--- config.mk ---
export PLATFORM = sky130hd
export DESIGN_NAME = module_div_ctrl_flat
export DESIGN_NICKNAME = d
export VERILOG_FILES = /design/src/rtl/module_div_ctrl_if.sv /design/src/rtl/module_div_ctrl.sv /design/src/flat_wrapper.sv
export SDC_FILE = /design/constraint.sdc
export NUM_CORES = 1
export LEC_CHECK = 0
export CAP_MARGIN = 30
export CELL_PAD_IN_SITES_DETAIL_PLACEMENT = 1
export CELL_PAD_IN_SITES_GLOBAL_PLACEMENT = 2
export CORE_MARGIN = 2
export CORE_UTILIZATION = 33
export DETAILED_ROUTE_END_ITERATION = 10
export HOLD_SLACK_MARGIN = 0.15
export MAX_ROUTING_LAYER = met4
export PLACE_DENSITY = 0.83
export SLEW_MARGIN = 30
export SYNTH_ARGS = -nofsm -noshare
export SYNTH_HDL_FRONTEND = slang
export SYNTH_SLANG_ARGS = --single-unit
--- constraint.sdc ---
create_clock -name clk -period 2.96 [get_ports clk]
set_input_delay 0.592 -clock clk [delete_from_list [all_inputs] [get_ports clk]]
set_output_delay 0.592 -clock clk [all_outputs]
set_load 0.005 [all_outputs]
--- src/rtl/module_div_ctrl_if.sv ---
// Bus between the keypad/button front end, the division sequencer
// and the display mux.
interface module_div_ctrl_if #(
  parameter int W = 7
) ();
  logic         press;
  logic [W-1:0] data_in;
  logic [1:0]   y_AB;
  logic         y_disp;
  logic         reset_2;
  logic         busy;
  logic         done;
  logic         div_by_zero;
  logic [W-1:0] quotient;
  logic [W-1:0] remainder;

  modport master (
    output press, data_in,
    input  y_AB, y_disp, reset_2, busy, done,
    input  div_by_zero, quotient, remainder
  );

  modport slave (
    input  press, data_in,
    output y_AB, y_disp, reset_2, busy, done,
    output div_by_zero, quotient, remainder
  );
endinterface

--- src/rtl/module_div_ctrl.sv ---
// Operand entry sequencer and W-cycle restoring divider.
// Walks INICIO -> PRIMERO -> SEGUNDO -> DIVIDIR -> MOSTRAR -> LIMPIAR.
module module_div_ctrl #(
  parameter int W = 7
) (
  input  logic clk,
  input  logic reset,
  module_div_ctrl_if.slave bus
);
  localparam int CW = $clog2(W + 1);
  localparam logic [CW-1:0] LAST = CW'(W - 1);

  typedef enum logic [2:0] {
    INICIO, PRIMERO, SEGUNDO,
    DIVIDIR, MOSTRAR, LIMPIAR
  } state_t;

  state_t        state_q, state_d;
  logic          press_q, press_d;
  logic [W-1:0]  a_q, a_d;
  logic [W-1:0]  b_q, b_d;
  logic [W-1:0]  rem_q, rem_d;
  logic [W-1:0]  q_q, q_d;
  logic [CW-1:0] cnt_q, cnt_d;
  logic [W-1:0]  quot_q, quot_d;
  logic [W-1:0]  remd_q, remd_d;
  logic          dbz_q, dbz_d;
  logic          done_q, done_d;

  logic          evt;
  logic [W:0]    t;
  logic [W:0]    t_sub;
  logic          t_ge;
  logic [W-1:0]  step_rem;
  logic [W-1:0]  step_q;

  assign evt      = bus.press & ~press_q;
  assign t        = {rem_q, q_q[W-1]};
  assign t_sub    = t - {1'b0, b_q};
  assign t_ge     = (t >= {1'b0, b_q});
  assign step_rem = t_ge ? t_sub[W-1:0] : t[W-1:0];
  assign step_q   = {q_q[W-2:0], t_ge};

  // State and datapath registers with synchronous active-low reset
  always_ff @(posedge clk) begin
    if (!reset) begin
      state_q <= INICIO;
      press_q <= 1'b0;
      a_q     <= '0;
      b_q     <= '0;
      rem_q   <= '0;
      q_q     <= '0;
      cnt_q   <= '0;
      quot_q  <= '0;
      remd_q  <= '0;
      dbz_q   <= 1'b0;
      done_q  <= 1'b0;
    end else begin
      state_q <= state_d;
      press_q <= press_d;
      a_q     <= a_d;
      b_q     <= b_d;
      rem_q   <= rem_d;
      q_q     <= q_d;
      cnt_q   <= cnt_d;
      quot_q  <= quot_d;
      remd_q  <= remd_d;
      dbz_q   <= dbz_d;
      done_q  <= done_d;
    end
  end

  // Next state, operand capture and division steps
  always_comb begin
    state_d = state_q;
    press_d = bus.press;
    a_d     = a_q;
    b_d     = b_q;
    rem_d   = rem_q;
    q_d     = q_q;
    cnt_d   = cnt_q;
    quot_d  = quot_q;
    remd_d  = remd_q;
    dbz_d   = dbz_q;
    done_d  = 1'b0;
    unique case (state_q)
      INICIO: begin
        if (evt) state_d = PRIMERO;
      end
      PRIMERO: begin
        if (evt) begin
          a_d     = bus.data_in;
          state_d = SEGUNDO;
        end
      end
      SEGUNDO: begin
        if (evt) begin
          b_d     = bus.data_in;
          rem_d   = '0;
          q_d     = a_q;
          cnt_d   = '0;
          state_d = DIVIDIR;
        end
      end
      DIVIDIR: begin
        if (b_q == '0) begin
          dbz_d   = 1'b1;
          quot_d  = '1;
          remd_d  = a_q;
          done_d  = 1'b1;
          state_d = MOSTRAR;
        end else begin
          rem_d = step_rem;
          q_d   = step_q;
          cnt_d = cnt_q + CW'(1);
          if (cnt_q == LAST) begin
            quot_d  = step_q;
            remd_d  = step_rem;
            done_d  = 1'b1;
            state_d = MOSTRAR;
          end
        end
      end
      MOSTRAR: begin
        if (evt) begin
          a_d     = '0;
          b_d     = '0;
          quot_d  = '0;
          remd_d  = '0;
          dbz_d   = 1'b0;
          state_d = LIMPIAR;
        end
      end
      LIMPIAR: begin
        state_d = INICIO;
      end
      default: state_d = INICIO;
    endcase
  end

  // Moore decode of display select and status strobes
  always_comb begin
    bus.y_AB    = 2'b00;
    bus.y_disp  = 1'b0;
    bus.busy    = 1'b0;
    bus.reset_2 = 1'b0;
    unique case (state_q)
      INICIO:  bus.y_AB = 2'b00;
      PRIMERO: bus.y_AB = 2'b01;
      SEGUNDO: bus.y_AB = 2'b10;
      DIVIDIR: begin
        bus.y_AB = 2'b11;
        bus.busy = 1'b1;
      end
      MOSTRAR: begin
        bus.y_AB   = 2'b11;
        bus.y_disp = 1'b1;
      end
      LIMPIAR: bus.reset_2 = 1'b1;
      default: bus.y_AB = 2'b00;
    endcase
  end

  assign bus.done        = done_q;
  assign bus.div_by_zero = dbz_q;
  assign bus.quotient    = quot_q;
  assign bus.remainder   = remd_q;
endmodule

--- src/flat_wrapper.sv ---
// flat-port wrapper written by rule: the top's interface ports become plain ports
module module_div_ctrl_flat 
#(
  parameter int W = 7
)
  (clk, reset, bus_press, bus_data_in, bus_y_AB, bus_y_disp, bus_reset_2, bus_busy, bus_done, bus_div_by_zero, bus_quotient, bus_remainder);
  module_div_ctrl_if #(.W(W)) bus_i ();
  input  logic clk;
  input  logic reset;
  input wire logic [$bits(bus_i.press)-1:0] bus_press;
  input wire logic [$bits(bus_i.data_in)-1:0] bus_data_in;
  output wire logic [$bits(bus_i.y_AB)-1:0] bus_y_AB;
  output wire logic [$bits(bus_i.y_disp)-1:0] bus_y_disp;
  output wire logic [$bits(bus_i.reset_2)-1:0] bus_reset_2;
  output wire logic [$bits(bus_i.busy)-1:0] bus_busy;
  output wire logic [$bits(bus_i.done)-1:0] bus_done;
  output wire logic [$bits(bus_i.div_by_zero)-1:0] bus_div_by_zero;
  output wire logic [$bits(bus_i.quotient)-1:0] bus_quotient;
  output wire logic [$bits(bus_i.remainder)-1:0] bus_remainder;
  assign bus_i.press = bus_press;
  assign bus_i.data_in = bus_data_in;
  assign bus_y_AB = bus_i.y_AB;
  assign bus_y_disp = bus_i.y_disp;
  assign bus_reset_2 = bus_i.reset_2;
  assign bus_busy = bus_i.busy;
  assign bus_done = bus_i.done;
  assign bus_div_by_zero = bus_i.div_by_zero;
  assign bus_quotient = bus_i.quotient;
  assign bus_remainder = bus_i.remainder;
  module_div_ctrl #(.W(W)) u_core (.clk(clk), .reset(reset), .bus(bus_i));
endmodule
==> impl_metrics.toml <==
[synthesis]
yosys-top-cells-area = "dfxtp_1 (39%), a21oi_1 (6.9%), nor2_1 (6.7%)"
synthSimpleGateAreaFrac = 0.2504
synth_compound_area_frac = 0.2228
ys_warn_count = 0
yosysUniqueCellTypes = 47
synth-seq-cells = 51
synth_fp_nets = 354
synthXorXnorAreaFrac = 0.009995
synth_top_flop_cell = "dfxtp_1"
asyncSetResetFlopFracSynth = 0
synth-adder-area-share = 0.05045
seq_area_frac_synth = 0.3884
synth-edff-count = 0
synth_top_area_cell = "dfxtp_1"
yosys.area.top_type_share = 0.3884
syn_area_per_cell_um2 = 7.871
synth_cells = 334
synth_top_family_by_area = "simple AND/OR/NAND/NOR gates"
synthMuxAreaShare = 0.02380
netlist_area_um2 = 2629

[route]
drt_wl_total_um = 7425
drt_iter0_drc = 78
drc = 0
vias = 2403
viasPerCell = 5.201
postRouteAntennaNets = 0
wl_per_cell_um = 16.07
first_pass_iters = 4

[cts]
cts_max_path_buffers = 2
clock_latency_ns = 0.31
clock-sinks = 51
clkTransAtPathRegs_ns = 0.10
cts-root-buf = "clkbuf_8"
cts_tree = "built"
cts_buffers = 5
hold_buffers = 0
h-tree-depth = 2
cts_setup_buffers = 0
cts_resized = 0

[sta]
setup_viol = 0
slew_viol_final = 0
rsz0062_at_grt = "no"
finalHoldViolCount = 0
relSlewSlack = 0.3998
worst_clock_skew_ns = 0.01000
fmax_mhz = 369.7
fin_tns_setup_ns = 0
min_period_ns = 2.705
tightest_slew_ns = 0.8955
fin_crit_sh = 0.9139

[placement]
dp_hpwl_um = 5625
dp_cells = 454
place.gp.congestion = 0.8540
port_buffers = 30

[worst_setup_path]
cp-end-kind = "output pin"
crit_family = "buffers and inverters"
crit_arrival_ns = 2.11
path_buf_inv = 2
crit_type = "flip-flop to output pin"
cp_slowest_cell = "dfxtp_1"
r2r-start = "u_core.b_q[0]"
startpoint_type = "flip-flop"
crit_path_max_fanout = 15
path_cells = "inv_1, nor2_1, and2_1, clkdlybuf4s50_1"
ff2ff_setup_slack_ns = 0.26
rr_worst_depth = 8
critPathMaxStageDelay_ns = 0.66
r2r_end = "u_core.bus.remainder[0]"
critPathRequiredTime_ns = 2.37

[die]
die_x_um = 93.25
core_area_um2 = 7727
start_util = 0.3402
die-area_um2 = 8696
die_h_um = 93.25
rows = 32
pin_count = 31

[global_routing]
grt_util_all_layers = 0.1843
grt_first_pass_wirelength_um = 12380
grt_max_degree = 25
grt_pass1_vias = 2445
antenna_found_initial = 0
grtUsageMet1 = 0.2405
gr-usage-met2 = 0.3010
busiest_layer = "met2"
overflow = 0
grtUsageMet3 = 0.02659

[final_layout]
layout.nets = 379
stdcell_count = 462
fill_cells = 943
layout-drive-gt1-share = 0.08333
antenna_cells = 0
syn_to_final_growth_pct = 19.28

[job]
maxCapViolations = 0

[hold_path]
hold_class = "flip-flop to flip-flop"
hold_end = "u_core.bus.quotient[6]"
hold_start = "u_core.bus.quotient[6]"
hold_depth = 2

[pwr]
p_leak_uw = 0.001134
ir_drop_uv = 216.3
powerDensity_nw_per_um2 = 451.8

[status]
status = "complete, no violations"
[registers in the layout, summed over array words and instances (netlist names)]
register,cells
u_core.b_q,7
u_core.state_q,3
u_core.bus.remainder,7
u_core.bus.done,1
u_core.cnt_q,3
u_core.q_q,7
u_core.press_q,1
u_core.bus.quotient,7
u_core.rem_q,7
u_core.a_q,7
u_core.bus.div_by_zero,1
[where the power goes]
| group | switching (uW) | internal, uW |
|---|---|---|
| logic | 105 | 76.1 |
| clock network | 250 | 252 |
| registers | 27.7 | 706 |
[area by class of cell]
| cell class | instances | area (um2) | area share |
|---|---|---|---|
| inverters | 15 | 56.30 | 0.01796 |
| clock inverters | 3 | 43.79 | 0.01397 |
| clock buffers | 5 | 68.82 | 0.02195 |
| flip-flops and latches | 51 | 1021 | 0.3256 |
| well taps | 102 | 127.6 | 0.04070 |
| multi-input cells | 249 | 1465 | 0.4673 |
| repair buffers | 37 | 352.8 | 0.1125 |
[placed cells by master (no fill, tap or decap), drive strengths merged, types with 5 or more instances in the layout]
master,n
clkbuf,5
buf,7
a21oi,36
a211oi,5
o21ai,18
inv,15
nand2,41
a311oi,6
nand3,14
dfxtp,51
o21a,5
and2,8
a22o,6
ha,9
a22oi,8
nor3,13
nor2,48
clkdlybuf4s50,30
[routing by layer]
layer  routed length (um)  vias to the layer above  share of wire
met2                 3485                       30           0.47
met4                   85                        0          0.011
met5                    0                        -              0
met1                 3705                     1155           0.50
met3                  149                        6          0.020
li1                     -                     1212              -
[synth_stat cells (all sizes together) (4+ instances only)]
cell type and number:
mux2i 4, dfxtp 51, nand2 41, clkbuf 11, a21oi 36, a22oi 8
a22o 6, inv 15, o21a 5, ha 9, buf 8, a311oi 6
nor3 13, nor2 48, o21ai 18, nand3 14, and2 8, a211oi 5
nand2b 4
[worst max path at each step]
stage | from | end | slack (ns) | cells after the start
after floorplan | u_core.q_q[6] | u_core.bus.remainder[2] | 0.75 | 10
after global placement | u_core.b_q[4] | u_core.bus.remainder[1] | 0.38 | 8
after detailed placement | u_core.b_q[0] | u_core.bus.remainder[6] | 0.33 | 8
after CTS | u_core.state_q[0] | bus_reset_2 | 0.23 | 4
after global routing | u_core.b_q[0] | u_core.bus.remainder[0] | 0.07 | 8
final | u_core.state_q[0] | bus_reset_2 | 0.25 | 4
[worst reg2reg max path, delay by kind of cell (launching register included)]
| kind | cells | cell delay (ns) |
|---|---|---|
| AOI/OAI and AO/OA | 3 | 0.49 |
| adders and majority gates | 2 | 0.43 |
| DFF | 1 | 0.40 |
| muxes | 1 | 0.43 |
| and+or+nand+nor | 2 | 0.90 |
[through the flow]
step,total power (uW),hold slack (ns),utilization,instance area [um2],worst slack (ns)
3_5_place_dp,931.2,0.4471,0.3912,3023,0.3307
3_3_place_gp,928.3,0.4429,0.3912,3023,0.3820
4_1_cts,1433,0.4618,0.4058,3136,0.2254
6_report,1417,0.4572,0.4058,3136,0.2548
5_1_grt,1478,0.4832,0.4058,3136,0.06716
2_1_floorplan,859.9,0.4426,-,2629,0.7541
[cells by family after synthesis]
logic type,Yosys count
mux,6
xor+xnor,3
compound gates,92
fa+ha+maj,10
simple gates,138
flops,51
buf+inv,34
(Power assumes the default switching activity.)
